File: config.mk
export PLATFORM = sky130hd
export DESIGN_NAME = elevador_posicion
export DESIGN_NICKNAME = d
export VERILOG_FILES = /design/src/rtl/elevador_pkg.sv /design/src/rtl/elevador_7seg.sv /design/src/rtl/elevador_posicion.sv
export SDC_FILE = /design/constraint.sdc
export NUM_CORES = 1
export LEC_CHECK = 0
export BUFFER_PORTS_ARGS = -buffer_cell sky130_fd_sc_hd__buf_4
export CAP_MARGIN = 20
export CELL_PAD_IN_SITES_DETAIL_PLACEMENT = 1
export CELL_PAD_IN_SITES_GLOBAL_PLACEMENT = 2
export CORE_MARGIN = 2
export CORE_UTILIZATION = 31
export CTS_CLUSTER_SIZE = 14
export DETAILED_ROUTE_END_ITERATION = 8
export GPL_ROUTABILITY_DRIVEN = 0
export PLACE_DENSITY_LB_ADDON = 0.12
export SKIP_LAST_GASP = 1
export SYNTH_ARGS = -nofsm -noshare
export SYNTH_HDL_FRONTEND = slang
export SYNTH_SLANG_ARGS = --single-unit
File: constraint.sdc
create_clock -name clk -period 2.55 [get_ports clk]
set_input_delay 0.255 -clock clk [delete_from_list [all_inputs] [get_ports clk]]
set_output_delay 0.255 -clock clk [all_outputs]
set_load 0.005 [all_outputs]
File: src/rtl/elevador_pkg.sv
// Shared elevator types: car state enum and seven-segment constants.
// No logic; used by the position model, the decoder and the controller.
// Segment order is {g,f,e,d,c,b,a}, active-high.
package elevador_pkg;

  typedef enum logic [1:0] {
    PARADO   = 2'd0,
    SUBIENDO = 2'd1,
    BAJANDO  = 2'd2,
    FALLA    = 2'd3
  } estado_e;

  localparam logic [6:0] SEG_0     = 7'h3F;
  localparam logic [6:0] SEG_1     = 7'h06;
  localparam logic [6:0] SEG_2     = 7'h5B;
  localparam logic [6:0] SEG_3     = 7'h4F;
  localparam logic [6:0] SEG_4     = 7'h66;
  localparam logic [6:0] SEG_5     = 7'h6D;
  localparam logic [6:0] SEG_6     = 7'h7D;
  localparam logic [6:0] SEG_7     = 7'h07;
  localparam logic [6:0] SEG_GUION = 7'h40;
  localparam logic [6:0] SEG_F     = 7'h71;

endpackage

File: src/rtl/elevador_7seg.sv
// Floor digit to seven-segment decoder with a fault override ("F").
// Latency: purely combinational, zero cycles.
// Backpressure: none; output follows inputs continuously.
module elevador_7seg
  import elevador_pkg::*;
#(
  parameter int PISO_W = 2
) (
  input  logic [PISO_W-1:0] digito,
  input  logic              falla,
  output logic [6:0]        seg
);

  logic [31:0] valor;

  // Fault wins over the floor digit; floors beyond 7 show a dash.
  always_comb begin
    valor = 32'(digito);
    seg   = SEG_GUION;
    if (falla) begin
      seg = SEG_F;
    end else begin
      case (valor)
        32'd0:   seg = SEG_0;
        32'd1:   seg = SEG_1;
        32'd2:   seg = SEG_2;
        32'd3:   seg = SEG_3;
        32'd4:   seg = SEG_4;
        32'd5:   seg = SEG_5;
        32'd6:   seg = SEG_6;
        32'd7:   seg = SEG_7;
        default: seg = SEG_GUION;
      endcase
    end
  end

endmodule

File: src/rtl/elevador_posicion.sv
// Car position model: integrates motor commands into pos, floor, arrival pulse, display.
// Latency: command to pos/piso 1 cycle; display lags piso by one more cycle.
// Backpressure: none; commands sampled every cycle, illegal ones latch a sticky fault.
// Optional: define ELEVADOR_DISPLAY_EN to build the seven-segment output, else display=0.
module elevador_posicion
  import elevador_pkg::*;
#(
  parameter int NUM_PISOS      = 4,
  parameter int TICKS_POR_PISO = 8
) (
  input  logic                         clk,
  input  logic                         rst,
  input  logic                         motor_subir,
  input  logic                         motor_bajar,
  output logic [$clog2(NUM_PISOS)-1:0] piso,
  output logic                         en_piso,
  output logic                         llegada,
  output logic                         moviendo,
  output logic                         falla,
  output logic [7:0]                   display
);

  localparam int PISO_W = $clog2(NUM_PISOS);
  localparam int LOG2T  = $clog2(TICKS_POR_PISO);
  // pos splits as {floor, ticks within floor}, so floor decode is a plain slice.
  localparam int POS_W  = PISO_W + LOG2T;
  localparam logic [POS_W-1:0] POS_MAX = POS_W'((NUM_PISOS - 1) * TICKS_POR_PISO);

  estado_e          estado_q, estado_d;
  logic [POS_W-1:0] pos_q, pos_d;
  logic             llegada_q, llegada_d;

  // State, position and arrival registers.
  always_ff @(posedge clk or posedge rst) begin
    if (rst) begin
      estado_q  <= PARADO;
      pos_q     <= '0;
      llegada_q <= 1'b0;
    end else begin
      estado_q  <= estado_d;
      pos_q     <= pos_d;
      llegada_q <= llegada_d;
    end
  end

  // Next state and position; FALLA freezes everything until reset.
  always_comb begin
    estado_d  = estado_q;
    pos_d     = pos_q;
    llegada_d = 1'b0;
    if (estado_q != FALLA) begin
      case ({motor_subir, motor_bajar})
        2'b11: estado_d = FALLA;
        2'b10: begin
          if (pos_q == POS_MAX) begin
            estado_d = FALLA;
          end else begin
            pos_d    = pos_q + POS_W'(1);
            estado_d = SUBIENDO;
          end
        end
        2'b01: begin
          if (pos_q == '0) begin
            estado_d = FALLA;
          end else begin
            pos_d    = pos_q - POS_W'(1);
            estado_d = BAJANDO;
          end
        end
        default: estado_d = PARADO;
      endcase
      // Arrival only counts when the car actually moved onto a floor.
      llegada_d = (pos_d != pos_q) && (pos_d[LOG2T-1:0] == '0);
    end
  end

  assign piso     = pos_q[POS_W-1:LOG2T];
  assign en_piso  = (pos_q[LOG2T-1:0] == '0);
  assign llegada  = llegada_q;
  assign moviendo = (estado_q == SUBIENDO) || (estado_q == BAJANDO);
  assign falla    = (estado_q == FALLA);

`ifdef ELEVADOR_DISPLAY_EN
  logic [6:0] seg;
  logic [7:0] display_q;

  elevador_7seg #(
    .PISO_W (PISO_W)
  ) u_7seg (
    .digito (piso),
    .falla  (falla),
    .seg    (seg)
  );

  // Registered display; shows floor 0 while held in reset.
  always_ff @(posedge clk or posedge rst) begin
    if (rst) begin
      display_q <= {1'b0, SEG_0};
    end else begin
      display_q <= {moviendo, seg};
    end
  end

  assign display = display_q;
`else
  assign display = 8'h00;
`endif

endmodule
## After elaboration in Yosys (flattened, before gate mapping)

Index checks and enable logic that the tools add are counted.

| cells by class | value |
|---|---|
| $add $sub $neg | 2 |
| reduce and logical (&&, ||, !) cells | 5 |
| equality and inequality tests | 9 |
| mux-type cells | 8 |

Operators by type and width:

| cell | count |
|---|---|
| two-way mux 5 bit | 3 |
| one-hot mux 5 bit (2 select lines) | 1 |
| == test 2 bit (second input constant) | 4 |
| logical NOT 3 bit | 2 |
| one-hot mux 2 bit (3 select lines) | 1 |
| adder 5 x 1 -> 5 bit (second input constant) | 1 |
| == test 5 bit (second input constant) | 1 |
| logical NOT 5 bit | 1 |
| inequality test 5 bit | 1 |
| subtractor 5 x 1 -> 5 bit (second input constant) | 1 |
| == test 2 x 1 -> 1 bit (second input constant) | 2 |
| two-way mux 1 bit | 2 |
| two-way mux 2 bit | 1 |
| inequality test 2 bit (second input constant) | 1 |
| logical AND 1 bit | 1 |
| logical OR 1 bit | 1 |

| word-level totals | value |
|---|---|
| output and inout bits | 14 |
| logic and storage cells | 27 |
| input bits | 4 |
| bits in registers | 8 |

## Longest topological paths before layout

Gate-level depths: netlist of run 1.

| logic depth | value |
|---|---|
| depth after elaboration | 7 |
| mapped depth | 8 |

## Worst setup path after synthesis of run 1

OpenSTA, ideal clock, no wires.

| timing path | value |
|---|---|
| path type | reg-to-reg |
| start | register pos_q[0] |
| end | register pos_q[3] |
| buffers on the path | 2 |
| arrival time | 1938 ps |
| library setup time | 119 ps |
| slack | 494 ps |
| data required time | 2431 ps |
| period minus slack after synthesis | 2056 ps |
| stages on the path, launching flop included | 8 |
| path through | dfrtp_1 -> clkbuf_1 -> inv_1 -> ha_1 -> or4b_1 -> buf_2 -> a311o_2 -> a21o_2 |

| on the way | value |
|---|---|
| cells in the longest elaborated chain, start to end | 4 |
| elaborated cells between the ends (all ways) | 8 |
| classes of those cells | add/sub (2); eq/ne (1); mux (4); reduce/logical (1) |

RTL lines:

| element | RTL line | RTL |
|---|---|---|
| start: declaration | elevador_posicion.sv:30 | `logic [POS_W-1:0] pos_q, pos_d;` |
| start signal: assignment | elevador_posicion.sv:41 | `pos_q <= pos_d;` |
| subtractor 5 x 1 -> 5 bit, or another cell as far along | elevador_posicion.sv:66 | `pos_d = pos_q - POS_W'(1);` |
| two-way mux 5 bit (on tied branches) | elevador_posicion.sv:63, elevador_posicion.sv:55 |  |
| one-hot mux 5 bit (2 select lines) (*) | elevador_posicion.sv:52 | `case ({motor_subir, motor_bajar})` |
| two-way mux 5 bit (*) | elevador_posicion.sv:51 | `if (estado_q != FALLA) begin` |

Every way passes the cells marked *; elsewhere a longest branch is shown, timed or not. The select of a mux whose other input is x is not followed.
A chain may end at the register's enable or synchronous reset.

## Final worst setup path of run 1

| timing path | value |
|---|---|
| start | register pos_q[0] |
| end | register llegada_q (netlist: llegada) |

| on the way | value |
|---|---|
| cells in the longest elaborated chain, start to end | 7 |
| elaborated cells between the ends (all ways) | 12 |
| classes of those cells | add/sub (2); eq/ne (2); mux (5); reduce/logical (3) |

RTL lines:

| element | RTL line | RTL |
|---|---|---|
| subtractor 5 x 1 -> 5 bit, or another cell as far along | elevador_posicion.sv:66 |  |
| two-way mux 5 bit (on tied branches) | elevador_posicion.sv:63, elevador_posicion.sv:55 |  |
| one-hot mux 5 bit (2 select lines) | elevador_posicion.sv:52 |  |
| two-way mux 5 bit | elevador_posicion.sv:51 |  |
| inequality test 5 bit / logical NOT 3 bit (equally long branches) | elevador_posicion.sv:73 | `llegada_d = (pos_d != pos_q) && (pos_d[LOG2T-1:0] == '0);` |
| logical AND 1 bit (*) | elevador_posicion.sv:73 |  |
| two-way mux 1 bit (*) | elevador_posicion.sv:51 |  |
| named net llegada_d | elevador_posicion.sv:31 | `logic llegada_q, llegada_d;` |
| end signal: assignment | elevador_posicion.sv:42 | `llegada_q <= llegada_d;` |
| end: declaration | elevador_posicion.sv:31 |  |

Mark *: on every way through the listed nets, which the timed path passes. The rest lies on a longest branch. The select of a mux whose other input is x is not followed.

==> PnR_summary.wiki, run 1 <==
{| class="wikitable"
! Metric !! Value
|-
| Max-slew violations || 0
|-
| Clock transition at the register clock pins on the worst setup and hold paths after CTS || 0.06 ns
|-
| Class of the most critical setup path || reg -> reg
|-
| Crit path required time || 2.70 ns
|-
| Data arrival at the endpoint of the critical path || 2.26 ns
|-
| Maximum Capacitance Violations || 0
|-
| Vias post-DR || 685
|-
| Setup violation total in the final timing report || 0
|-
| Count of H-tree levels built during CTS || 1
|-
| Routed length per instance || 15.3 um
|-
| First-pass iteration count of the detailed router || 4
|-
| Vias in the first global route || 638
|-
| Worst-path fanout max || 11
|-
| Hold violation count in the final report || 0
|-
| Setup repair after global routing missed its margin || false
|-
| Congestion Overflow GR || 0
|-
| Post-layout net count || 117
|-
| Clock insertion delay at the later pin of the skew report || 0.26 ns
|-
| Power density normalized to cell area || 323 nW/um^2
|-
| Global-route wire length before repair || 3280 um
|-
| Number of I/O pins || 18
|-
| Cell area after technology mapping || 835 um^2
|-
| Overall die area || 3120 um^2
|-
| Total Wirelength || 2040 um
|-
| Core Footprint || 2520 um^2
|-
| Post-detail-place hpwl || 1580 um
|-
| Cell at the root of the clock tree || clkbuf_4
|-
| Clock Sinks || 8
|-
| Drt drc || 0
|-
| Avg Synthesized Cell Area || 8.43 um^2
|-
| CTS max path bufs || 2
|-
| Number of inserted diodes || 0
|-
| Worst slack at placement || 0.417 ns
|-
| Critical Path End Type || flip-flop
|-
| Post-Route Setup TNS || 0 ns
|-
| Top flip-flop cell by instance count after synthesis || dfrtp_1
|-
| Period Utilization, post-route || 82.6%
|-
| Sequential share of the synthesized area || 24.0%
|-
| Synthesis-to-finish area growth || 7.35%
|-
| Largest net degree at the start of global routing || 15
|-
| Area of the multi-input gates || 517 um^2
|-
| Proportion of netlist area held by the largest area contributor || 24.0%
|-
| Worst hold-check path type || in -> reg
|-
| Standard-cell row count || 18
|-
| Number of nets with antenna violations after routing || 0
|-
| Number of buffers added on ports || 9
|-
| Async set-or-reset flop fraction in the synthesized netlist || 100%
|-
| Crit path time final || 2.11 ns
|-
| DRC marker count from the first detailed-route iteration || 13
|-
| Number of synthesized flops with an enable pin || 0
|-
| Post-detailed-route via-to-cell ratio || 5.15
|-
| Total leakage power || 0.000418 uW
|-
| Final setup slack of the worst path || 0.443 ns
|-
| Horiz. Die Dim || 55.9 um
|-
| Fillcell total || 309
|-
| Fmax || 0.475 GHz
|-
| Gate count after technology mapping || 99
|-
| Library cell occupying the most area in the post-synthesis netlist || dfrtp_1
|-
| All-layer global routing usage || 13.8%
|-
| Clock skew after layout || 0.00620 ns
|-
| FF+latch count, synth || 8
|-
| Startpoint type of the worst setup path || flip-flop
|-
| Yosys synthesis warning count || 0
|-
| Vertical die dimension || 55.9 um
|-
| Number of buffers added for setup after CTS || 0
|-
| Starting density of the core || 33.1%
|-
| Number of CTS-inserted buffers || 3
|-
| Storage element area || 200 um^2
|-
| TritonCTS clock tree || done
|-
| Number of distinct standard cells referenced by the synthesized netlist || 40
|-
| Initial antenna violation count || 0
|-
| Layout cell share with drive strength beyond 1 || 17.5%
|-
| Outcome || completed
|-
| Peak supply drop || 0.000227 V
|-
| Cells taking the most area after synthesis || dfrtp_1 24%, ha_1 12%, buf_4 9.0%
|}
## final timing paths
check | start | endpoint | cells after the start | slack, ns
max | pos_q[0] | llegada | 6 | 0.44
min | motor_subir | estado_q[1] | 4 | 0.49
max reg2reg | pos_q[0] | llegada | 6 | 0.44
min reg2reg | estado_q[1] | estado_q[1] | 2 | 0.49
max in group asynchronous | rst | pos_q[1] | 3 | 1.79
min in group asynchronous | rst | pos_q[3] | 3 | 0.51
## metrics by stage
stage	power [uW]	hold WS (ns)	cells	util (%)	area [um^2]
3_3_place_gp	190	0.241	129	34.2	863
3_5_place_dp	189	0.247	129	34.2	863
2_1_floorplan	181	0.0707	106	-	861
4_1_cts	296	0.480	133	35.5	896
5_1_grt	309	0.509	133	35.5	896
6_report	290	0.488	133	35.5	896
## sequential cells by signal, indices dropped and copies added, names as in the netlist
register	cells
estado_q	2
llegada	1
pos_q	5
## cell usage in the layout (no fill, tap or decap), types with 2 or more instances in the layout
cell | netlist | routed
a211oi_1 | 5 | 5
buf_4 | 10 | 10
clkbuf_4 | 0 | 3
conb_1 | 1 | 8
dfrtp_1 | 8 | 8
ha_1 | 8 | 8
inv_1 | 9 | 9
mux2_2 | 2 | 2
mux2i_1 | 3 | 3
nand2_1 | 5 | 5
nand3_1 | 2 | 2
nand4_1 | 2 | 2
nor2_1 | 5 | 5
nor2b_1 | 4 | 4
nor3_1 | 3 | 3
o21ai_0 | 2 | 2
o31ai_1 | 2 | 2
## cells in the mapped netlist, types with 2 or more instances
cell      instances
mux2i_1           3
a211oi_1          5
nand4_1           2
nor3_1            3
clkbuf_1          5
inv_1             9
nand3_1           2
mux2_2            2
o21ai_0           2
dfrtp_1           8
nor2b_1           4
o31ai_1           2
ha_1              8
nor2_1            5
buf_4            10
nand2_1           5
## per-layer routing
metal	global-route usage (%)	up-vias	part of all wire [%]
li1	-	342	-
met4	4.08	0	0.83
met2	21.8	17	48
met1	18.0	322	46
met5	0	-	0
met3	4.42	4	4.7
## timing repair
action,4_1_cts,5_1_grt
hold buffers,1,0
endpoints found under the hold margin,8,0
resized for setup,0,0
## critical path: stages, from the launching register on
cell and delay (ns):
dfrtp_1 0.48, inv_1 0.12, ha_1 0.21, or4b_1 0.56, mux2i_1 0.19, o221ai_1 0.14, nor4_1 0.30
## kinds of logic (layout without fill, tap and decap cells)
logic type               after synthesis  after routing  share of synthesized area, %
AO/OA/AOI/OAI                         20             20                          18.4
adder cells (fa/ha/maj)                8              8                          12.0
buffers and inverters                 26             23                          17.2
flip-flops                             8              8                          24.0
multiplexers                           5              5                          6.30
other                                  1              8                         0.449
AND/OR/NAND/NOR                       31             31                          21.6
## final cells by class
type | count | area share [%]
Multi-Input combinational cell | 72 | 57.7
Sequential cell | 8 | 22.3
Timing Repair Buffer | 11 | 9.50
Tap cell | 30 | 4.19
Inverter | 9 | 3.77
Clock buffer | 3 | 2.51
## where the power goes
part	switching, uW	leakage, uW	internal, uW
Combinational	34.7	0.000303	23.1
Clock	47.7	0.0000138	54.2
Sequential	2.13	0.000101	128
Power figures use the tool's default switching activity.
==> run 2, diff against run 1 <==
--- a/config.mk
+++ b/config.mk
@@ -5,12 +5,13 @@
 export SDC_FILE = /design/constraint.sdc
 export NUM_CORES = 1
 export LEC_CHECK = 0
+export ABC_AREA = 1
 export BUFFER_PORTS_ARGS = -buffer_cell sky130_fd_sc_hd__buf_4
 export CAP_MARGIN = 20
 export CELL_PAD_IN_SITES_DETAIL_PLACEMENT = 1
 export CELL_PAD_IN_SITES_GLOBAL_PLACEMENT = 2
 export CORE_MARGIN = 2
-export CORE_UTILIZATION = 31
+export CORE_UTILIZATION = 26
 export CTS_CLUSTER_SIZE = 14
 export DETAILED_ROUTE_END_ITERATION = 8
 export GPL_ROUTABILITY_DRIVEN = 0
==> constraint.sdc (replaced) <==
create_clock -name clk -period 1.9 [get_ports clk]
set_input_delay 0.19 -clock clk [delete_from_list [all_inputs] [get_ports clk]]
set_output_delay 0.19 -clock clk [all_outputs]
set_load 0.005 [all_outputs]
==> run 2 against run 1 <==
Effect of this change: final cell count rose by 34%; maximum frequency grew 37%; critical path depth is 5 higher; non-clock buffer count grew 4; setup slack got worse by 0.080 ns; critical endpoint unchanged; clock-buffer cell count is the same; design area up 9.2%; global-route usage is 0.55 points lower.
==> PnR_summary.wiki, run 2 <==
{| class="wikitable"
! Metric !! Value
|-
| Commonest non-fill, non-tap cell in the layout || nand2_1
|-
| Avg Synthesized Cell Area || 7.16 um^2 (-15%)
|-
| Cell area after technology mapping || 873 um^2 (+4.6%)
|-
| Post-cts sizing count || 0 (unchanged)
|-
| Maximum Capacitance Violations || 0 (unchanged)
|-
| Initial antenna violation count || 0 (unchanged)
|-
| Total leakage power || 0.000531 uW (+27%)
|-
| Power density normalized to cell area || 380 nW/um^2 (+18%)
|-
| Setup violation total in the final timing report || 0 (unchanged)
|-
| Clock skew after layout || 0.00321 ns (-0.00299 ns)
|-
| Sequential share of the synthesized area || 22.9% (-1.1 points)
|-
| Drt drc || 0 (unchanged)
|-
| Hold violation count in the final report || 0 (unchanged)
|-
| Total Wirelength || 2210 um (+8.2%)
|-
| Share of power burned in combinational logic || 17.9% (-2.1 points)
|-
| Worst hold-check path type || in -> reg
|-
| Worst-path fanout max || 9 (-2)
|-
| Library cell occupying the most area in the post-synthesis netlist || dfrtp_1
|-
| Sequential cell fraction of total power || 45.8% (+0.9 points)
|-
| All-layer global routing usage || 13.2% (-0.55 points)
|-
| Number of CTS-inserted buffers || 3 (unchanged)
|-
| TritonCTS clock tree || done
|-
| Count of H-tree levels built during CTS || 1 (unchanged)
|-
| Worst path top cell family by delay || simple AND/OR/NAND/NOR gates
|-
| Class of the most critical setup path || reg -> reg
|-
| Vias in the first global route || 756 (+18%)
|-
| Layout cell share with drive strength beyond 1 || 23.5% (+6.0 points)
|-
| Starting density of the core || 26.6% (-6.5 points)
|-
| Clock transition at the register clock pins on the worst setup and hold paths after CTS || 0.06 ns (about the same)
|-
| Post-Route Setup TNS || 0 ns (unchanged)
|-
| Cells taking the most area after synthesis || dfrtp_1 23%, ha_1 11%, nand2_1 10%
|-
| Number of distinct standard cells referenced by the synthesized netlist || 24 (-40%)
|-
| Max reg flops || 5 (unchanged)
|-
| Startpoint type of the worst setup path || flip-flop
|-
| Top cell types by occurrence after synthesis || 24 x nand2_1, 14 x nand3_1, 13 x inv_1, 11 x buf_4
|-
| Cell at the root of the clock tree || clkbuf_4
|-
| Number of buffers added on ports || 9 (unchanged)
|-
| Core Footprint || 3280 um^2 (+30%)
|-
| First-pass iteration count of the detailed router || 4 (unchanged)
|-
| Post-layout net count || 146 (+25%)
|-
| Largest register by flop count || pos_q
|-
| Post-detailed-route via-to-cell ratio || 4.40 (-14%)
|-
| Proportion of netlist area held by the largest area contributor || 22.9% (-1.1 points)
|-
| Top flip-flop cell by instance count after synthesis || dfrtp_1
|-
| Synthesis-to-finish area growth || 12.0%
|-
| Crit path required time || 2.05 ns (-0.65 ns)
|-
| Critical Path End Type || flip-flop
|-
| Number of nets with antenna violations after routing || 0 (unchanged)
|-
| Vias post-DR || 784 (+14%)
|-
| Hold bufs inserted after CTS || 1 (unchanged)
|-
| Yosys synthesis warning count || 0 (unchanged)
|-
| CTS max path bufs || 2 (unchanged)
|-
| Setup repair after global routing missed its margin || false
|-
| Post-detail-place hpwl || 1820 um (+15%)
|-
| Clock insertion delay at the later pin of the skew report || 0.25 ns (about the same)
|-
| Vertical die dimension || 62.0 um (+11%)
|-
| Slowest cell on the critical path || dfrtp_1
|-
| Slowest cell delay on critical path || 0.53 ns (-0.03 ns)
|-
| Peak supply drop || 0.000193 V (-15%)
|-
| Number of synthesized flops with an enable pin || 0 (unchanged)
|-
| Outcome || completed
|-
| Congestion Overflow GR || 0 (unchanged)
|-
| Gate count after technology mapping || 122 (+23%)
|-
| Leading cell types in the layout, fill and taps excluded || 24 x nand2_1, 14 x nand3_1, 14 x buf_4
|-
| Sequence of cells on the critical path || buf_4 > nor2_2 > nand2_1 > nand2_1 > nand2_1 > nand2_2 > nand2_1 > nand3_1 > nand3_1 > nor2_1 > nor2_1
|-
| Routed length per instance || 12.4 um (-19%)
|-
| Crit path buf inv count || 1 (unchanged)
|-
| Horiz. Die Dim || 62.0 um (+11%)
|-
| Int Pwr || 266 uW (+30%)
|-
| Net switching component of the power || 106 uW (+25%)
|-
| Sw frac || 28.4% (-0.76 points)
|-
| Crit path time final || 1.54 ns (-0.570 ns)
|-
| Number of I/O pins || 18 (unchanged)
|-
| Final setup slack of the worst path || 0.363 ns (-0.0804 ns)
|-
| Clock Sinks || 8 (unchanged)
|-
| Largest net degree at the start of global routing || 14 (-1)
|-
| FF+latch count, synth || 8 (unchanged)
|-
| Data arrival at the endpoint of the critical path || 1.68 ns (-0.58 ns)
|-
| Overall die area || 3840 um^2 (+23%)
|-
| Max-slew violations || 0 (unchanged)
|-
| Global-route wire length before repair || 3700 um (+13%)
|-
| Tightest hold margin || 0.415 ns (-0.0731 ns)
|-
| Clock network fraction of design power || 36.3% (+1.1 points)
|-
| Count leader, synth || nand2_1
|-
| Number of buffers added for setup after CTS || 0 (unchanged)
|-
| Fmax || 0.650 GHz (+37%)
|-
| Period Utilization, post-route || 80.9% (-1.7 points)
|-
| Standard-cell row count || 21 (+3)
|-
| Async set-or-reset flop fraction in the synthesized netlist || 100% (unchanged)
|-
| Number of inserted diodes || 0 (unchanged)
|-
| Worst slack at placement || 0.290 ns (-0.126 ns)
|-
| DRC marker count from the first detailed-route iteration || 34 (+21)
|-
| Most frequent cell on the critical path || nand2_1
|}
## run 2: metrics by stage
stage | total power [uW] | instance area (um^2) | util [%] | cells
global route | 398 | 978 | 29.8 | 178
global placement | 239 | 946 | 28.8 | 174
CTS | 380 | 978 | 29.8 | 178
finish | 372 | 978 | 29.8 | 178
detailed placement | 240 | 946 | 28.8 | 174
floorplan | 234 | 900 | - | 129
## run 2: worst paths after layout
kind,start,endpoint,slack (ns),cells past startpoint
setup / recovery,pos_q[2],llegada,0.36,11
hold / removal,motor_bajar,estado_q[1],0.41,4
setup reg to reg,pos_q[2],llegada,0.36,11
hold reg to reg,estado_q[1],estado_q[1],0.51,2
max in group asynchronous,rst,llegada,1.20,3
min in group asynchronous,rst,estado_q[0],0.45,3
## run 2: layer usage
layer	share of wire (%)	track usage [%]	vias up
met1	49	17.7	368
li1	-	-	402
met4	0.54	1.82	0
met2	48	22.2	12
met3	2.4	3.11	2
met5	0	0	-
## run 2: area by class of cell
| cell class | instances | area (um^2) |
|---|---|---|
| fillers | 425 | 2310 |
| multi-input cells | 93 | 534 |
| flip-flops and latches | 8 | 200 |
| repair buffers | 15 | 115 |
| well taps | 46 | 57.6 |
| inverters | 13 | 48.8 |
| clock buffers | 3 | 22.5 |
## run 2: power by group through the flow
stage	combinational, uW	sequential [uW]	clock (uW)
5_1_grt	78.8	170	149
3_3_place_gp	65.9	173	0
6_report	66.8	170	135
4_1_cts	67.9	170	142
3_5_place_dp	66.1	173	0
2_1_floorplan	60.7	173	0
## run 2: kinds of logic after synthesis
family,after synthesis,synth area share [%]
AND/OR/NAND/NOR,59,33.5
buffers and inverters,28,18.9
AO/OA/AOI/OAI,16,10.7
adder cells (fa/ha/maj),8,11.5
flip-flops,8,22.9
XOR/XNOR,2,2.01
other,1,0.429
## run 2: worst reg2reg max path, cell delays in order, from the launching register on
cell and delay [ns]:
dfrtp_1 0.53, buf_4 0.23, nor2_2 0.10, nand2_1 0.07
nand2_1 0.05, nand2_1 0.06, nand2_2 0.07, nand2_1 0.05
nand3_1 0.06, nand3_1 0.07, nor2_1 0.09, nor2_1 0.04
==> run 3, diff against run 2 <==
==> constraint.sdc (replaced) <==
create_clock -name clk -period 1.4 [get_ports clk]
set_input_delay 0.14 -clock clk [delete_from_list [all_inputs] [get_ports clk]]
set_output_delay 0.14 -clock clk [all_outputs]
set_load 0.005 [all_outputs]
==> run 3 against run 2 <==
Effect of this change: the flow now finishes with violations (negative setup slack); power increased by 51%; register-to-register slack got worse by 0.48 ns; first-iteration DRC count increased by 29%; wire length grew 20%; core utilization up 8.0 points; flip-flop and latch count unchanged; combinational power grew 92%; critical endpoint unchanged; largest power group unchanged.
==> PnR_summary.wiki, run 3 (synthesized netlist as in run 2, its figures left out) <==
{| class="wikitable"
! Metric !! Value
|-
| Final setup slack of the worst path || -0.117 ns (-0.480 ns)
|-
| Class of the most critical setup path || reg -> reg
|-
| Max-slew violations || 0 (unchanged)
|-
| Vias post-DR || 900 (+15%)
|-
| Number of inserted diodes || 0 (unchanged)
|-
| Storage element area || 203 um^2 (+1.2%)
|-
| Congestion Overflow GR || 0 (unchanged)
|-
| Total Wirelength || 2660 um (+20%)
|-
| Data arrival at the endpoint of the critical path || 1.67 ns (about the same)
|-
| Maximum Capacitance Violations || 0 (unchanged)
|-
| Synthesis-to-finish area growth || 42.3%
|-
| Number of CTS-inserted buffers || 3 (unchanged)
|-
| Worst-path fanout max || 3 (-6)
|-
| Initial antenna violation count || 0 (unchanged)
|-
| Crit path required time || 1.55 ns (-0.50 ns)
|-
| Vias in the first global route || 894 (+18%)
|-
| Total leakage power || 0.000632 uW (+19%)
|-
| Worst hold-check path type || in -> reg
|-
| All-layer global routing usage || 15.4% (+2.2 points)
|-
| Hold violation count in the final report || 0 (unchanged)
|-
| First-pass iteration count of the detailed router || 4 (unchanged)
|-
| Routed length per instance || 13.3 um (+7.1%)
|-
| Post-Route Setup TNS || -0.399 ns (-0.399 ns)
|-
| Critical Path End Type || flip-flop
|-
| Worst slack at placement || -0.206 ns (-0.496 ns)
|-
| TritonCTS clock tree || done
|-
| Outcome || complete, but fails checks
|-
| DRC marker count from the first detailed-route iteration || 44 (+29%)
|-
| Largest register by flop count || pos_q
|-
| Net switching component of the power || 164 uW (+55%)
|-
| Clock skew after layout || 0.00722 ns (+0.00401 ns)
|-
| Starting density of the core || 26.6% (unchanged)
|-
| Commonest non-fill, non-tap cell in the layout || buf_4
|-
| Share of power burned in combinational logic || 22.8% (+4.9 points)
|-
| Power density normalized to cell area || 451 nW/um^2 (+19%)
|-
| Post-detail-place hpwl || 2160 um (+19%)
|-
| Setup violation total in the final timing report || 8 (+8)
|-
| Setup slack of the most critical reg-to-reg path || -0.12 ns (-0.48 ns)
|-
| Clock network fraction of design power || 36.0% (-0.3 points)
|-
| Core Footprint || 3280 um^2 (unchanged)
|-
| Standard-cell row count || 21 (unchanged)
|-
| Violated checks || negative setup slack
|-
| Clock Sinks || 8 (unchanged)
|-
| Horiz. Die Dim || 62.0 um (unchanged)
|-
| Setup repair after global routing missed its margin || true
|-
| Number of buffers added on ports || 9 (unchanged)
|-
| Leading cell types in the layout, fill and taps excluded || 31 x buf_4, 24 x nand2_1, 12 x nand3_1
|-
| Clock insertion delay at the later pin of the skew report || 0.26 ns (about the same)
|-
| Fillcell total || 424 (-0.24%)
|-
| Sw frac || 29.2% (+0.80 points)
|-
| Cell at the root of the clock tree || clkbuf_4
|-
| Largest net degree at the start of global routing || 12 (-2)
|-
| Total placed instance area || 1100 um^2 (+17%)
|-
| Post-detailed-route via-to-cell ratio || 4.50 (+2.2%)
|-
| Crit path time final || 1.52 ns (-0.0200 ns)
|-
| Utilization after layout || 37.8% (+8.0 points)
|-
| Count of H-tree levels built during CTS || 1 (unchanged)
|-
| Sequence of cells on the critical path || inv_4 > ha_4 > inv_2 > nor2_4 > buf_6 > nand4_1 > nand2_1 > o21ai_2 > nand3_2 > nor2_1
|-
| Global-route wire length before repair || 4200 um (+14%)
|-
| Slowest cell on the critical path || dfrtp_2
|-
| Drt drc || 0 (unchanged)
|-
| Fmax || 0.659 GHz (+1.3%)
|-
| Number of nets with antenna violations after routing || 0 (unchanged)
|-
| Area of the multi-input gates || 608 um^2 (+14%)
|-
| Max reg flops || 5 (unchanged)
|-
| CTS max path bufs || 2 (unchanged)
|-
| Layout cell share with drive strength beyond 1 || 42.2% (+19 points)
|-
| Startpoint type of the worst setup path || flip-flop
|-
| Number of I/O pins || 18 (unchanged)
|-
| Clock transition at the register clock pins on the worst setup and hold paths after CTS || 0.06 ns (about the same)
|-
| Overall die area || 3840 um^2 (unchanged)
|-
| Period Utilization, post-route || 108% (+27 points)
|-
| Int Pwr || 397 uW (+49%)
|-
| Peak supply drop || 0.000361 V (+87%)
|-
| Post-layout net count || 167 (+14%)
|-
| Slowest cell delay on critical path || 0.42 ns (-0.11 ns)
|-
| Sequential cell fraction of total power || 41.2% (-4.6 points)
|-
| Final instance area || 1240 um^2 (+27%)
|-
| Vertical die dimension || 62.0 um (unchanged)
|}
## run 3: path summary, 6_finish.rpt
check                            start          end  cells after the start
max                           pos_q[1]      llegada                     10
min                        motor_bajar  estado_q[1]                      4
max reg2reg                   pos_q[1]      llegada                     10
min reg2reg                estado_q[0]  estado_q[0]                      2
max in group asynchronous          rst     pos_q[3]                      3
min in group asynchronous          rst  estado_q[0]                      3
## run 3: cell type report
type                            count  share of cell area (%)
Clock buffer                        4                    2.11
Inverter                           13                    4.13
Multi-Input combinational cell     93                    48.9
Sequential cell                     8                    16.3
Tap cell                           46                    4.63
Timing Repair Buffer               36                    23.9
## run 3: layer usage
layer  track usage, %  share of wire [%]
met1             18.7                 41
met2             27.2                 55
met3             3.93                3.0
met4             3.65               0.79
met5                0                  0
## run 3: worst max-delay path, delay by kind of cell (launching register included)
kind / cells / cell delay [ns]
AND/OR/NAND/NOR: 5 / 0.53
AO/OA/AOI/OAI: 1 / 0.07
flip-flops: 1 / 0.42
adder cells (fa/ha/maj): 1 / 0.12
buffers and inverters: 3 / 0.25
## run 3: what timing repair did
action | 4_1_cts | 5_1_grt
endpoints found under the setup margin | 8 | 10
buffers inserted | 1 | 1
hold buffers | 1 | 0
pin swaps | 9 | 5
resized for setup | 15 | 8
endpoints found under the hold margin | 8 | 0
## run 3: through the flow
step	hold WS (ns)	cells	total power (uW)
after floorplan	-0.0444	129	318
after global placement	0.123	193	352
after detailed placement	0.127	193	355
after CTS	0.337	199	564
after global routing	0.359	200	603
final	0.327	200	561
## run 3: power by group through the flow
stage	Combinational (uW)	Clock, uW	Sequential [uW]
floorplan	82.3	0	235
global placement	117	0	235
detailed placement	120	0	235
CTS	125	208	231
global route	143	229	231
finish	128	202	231
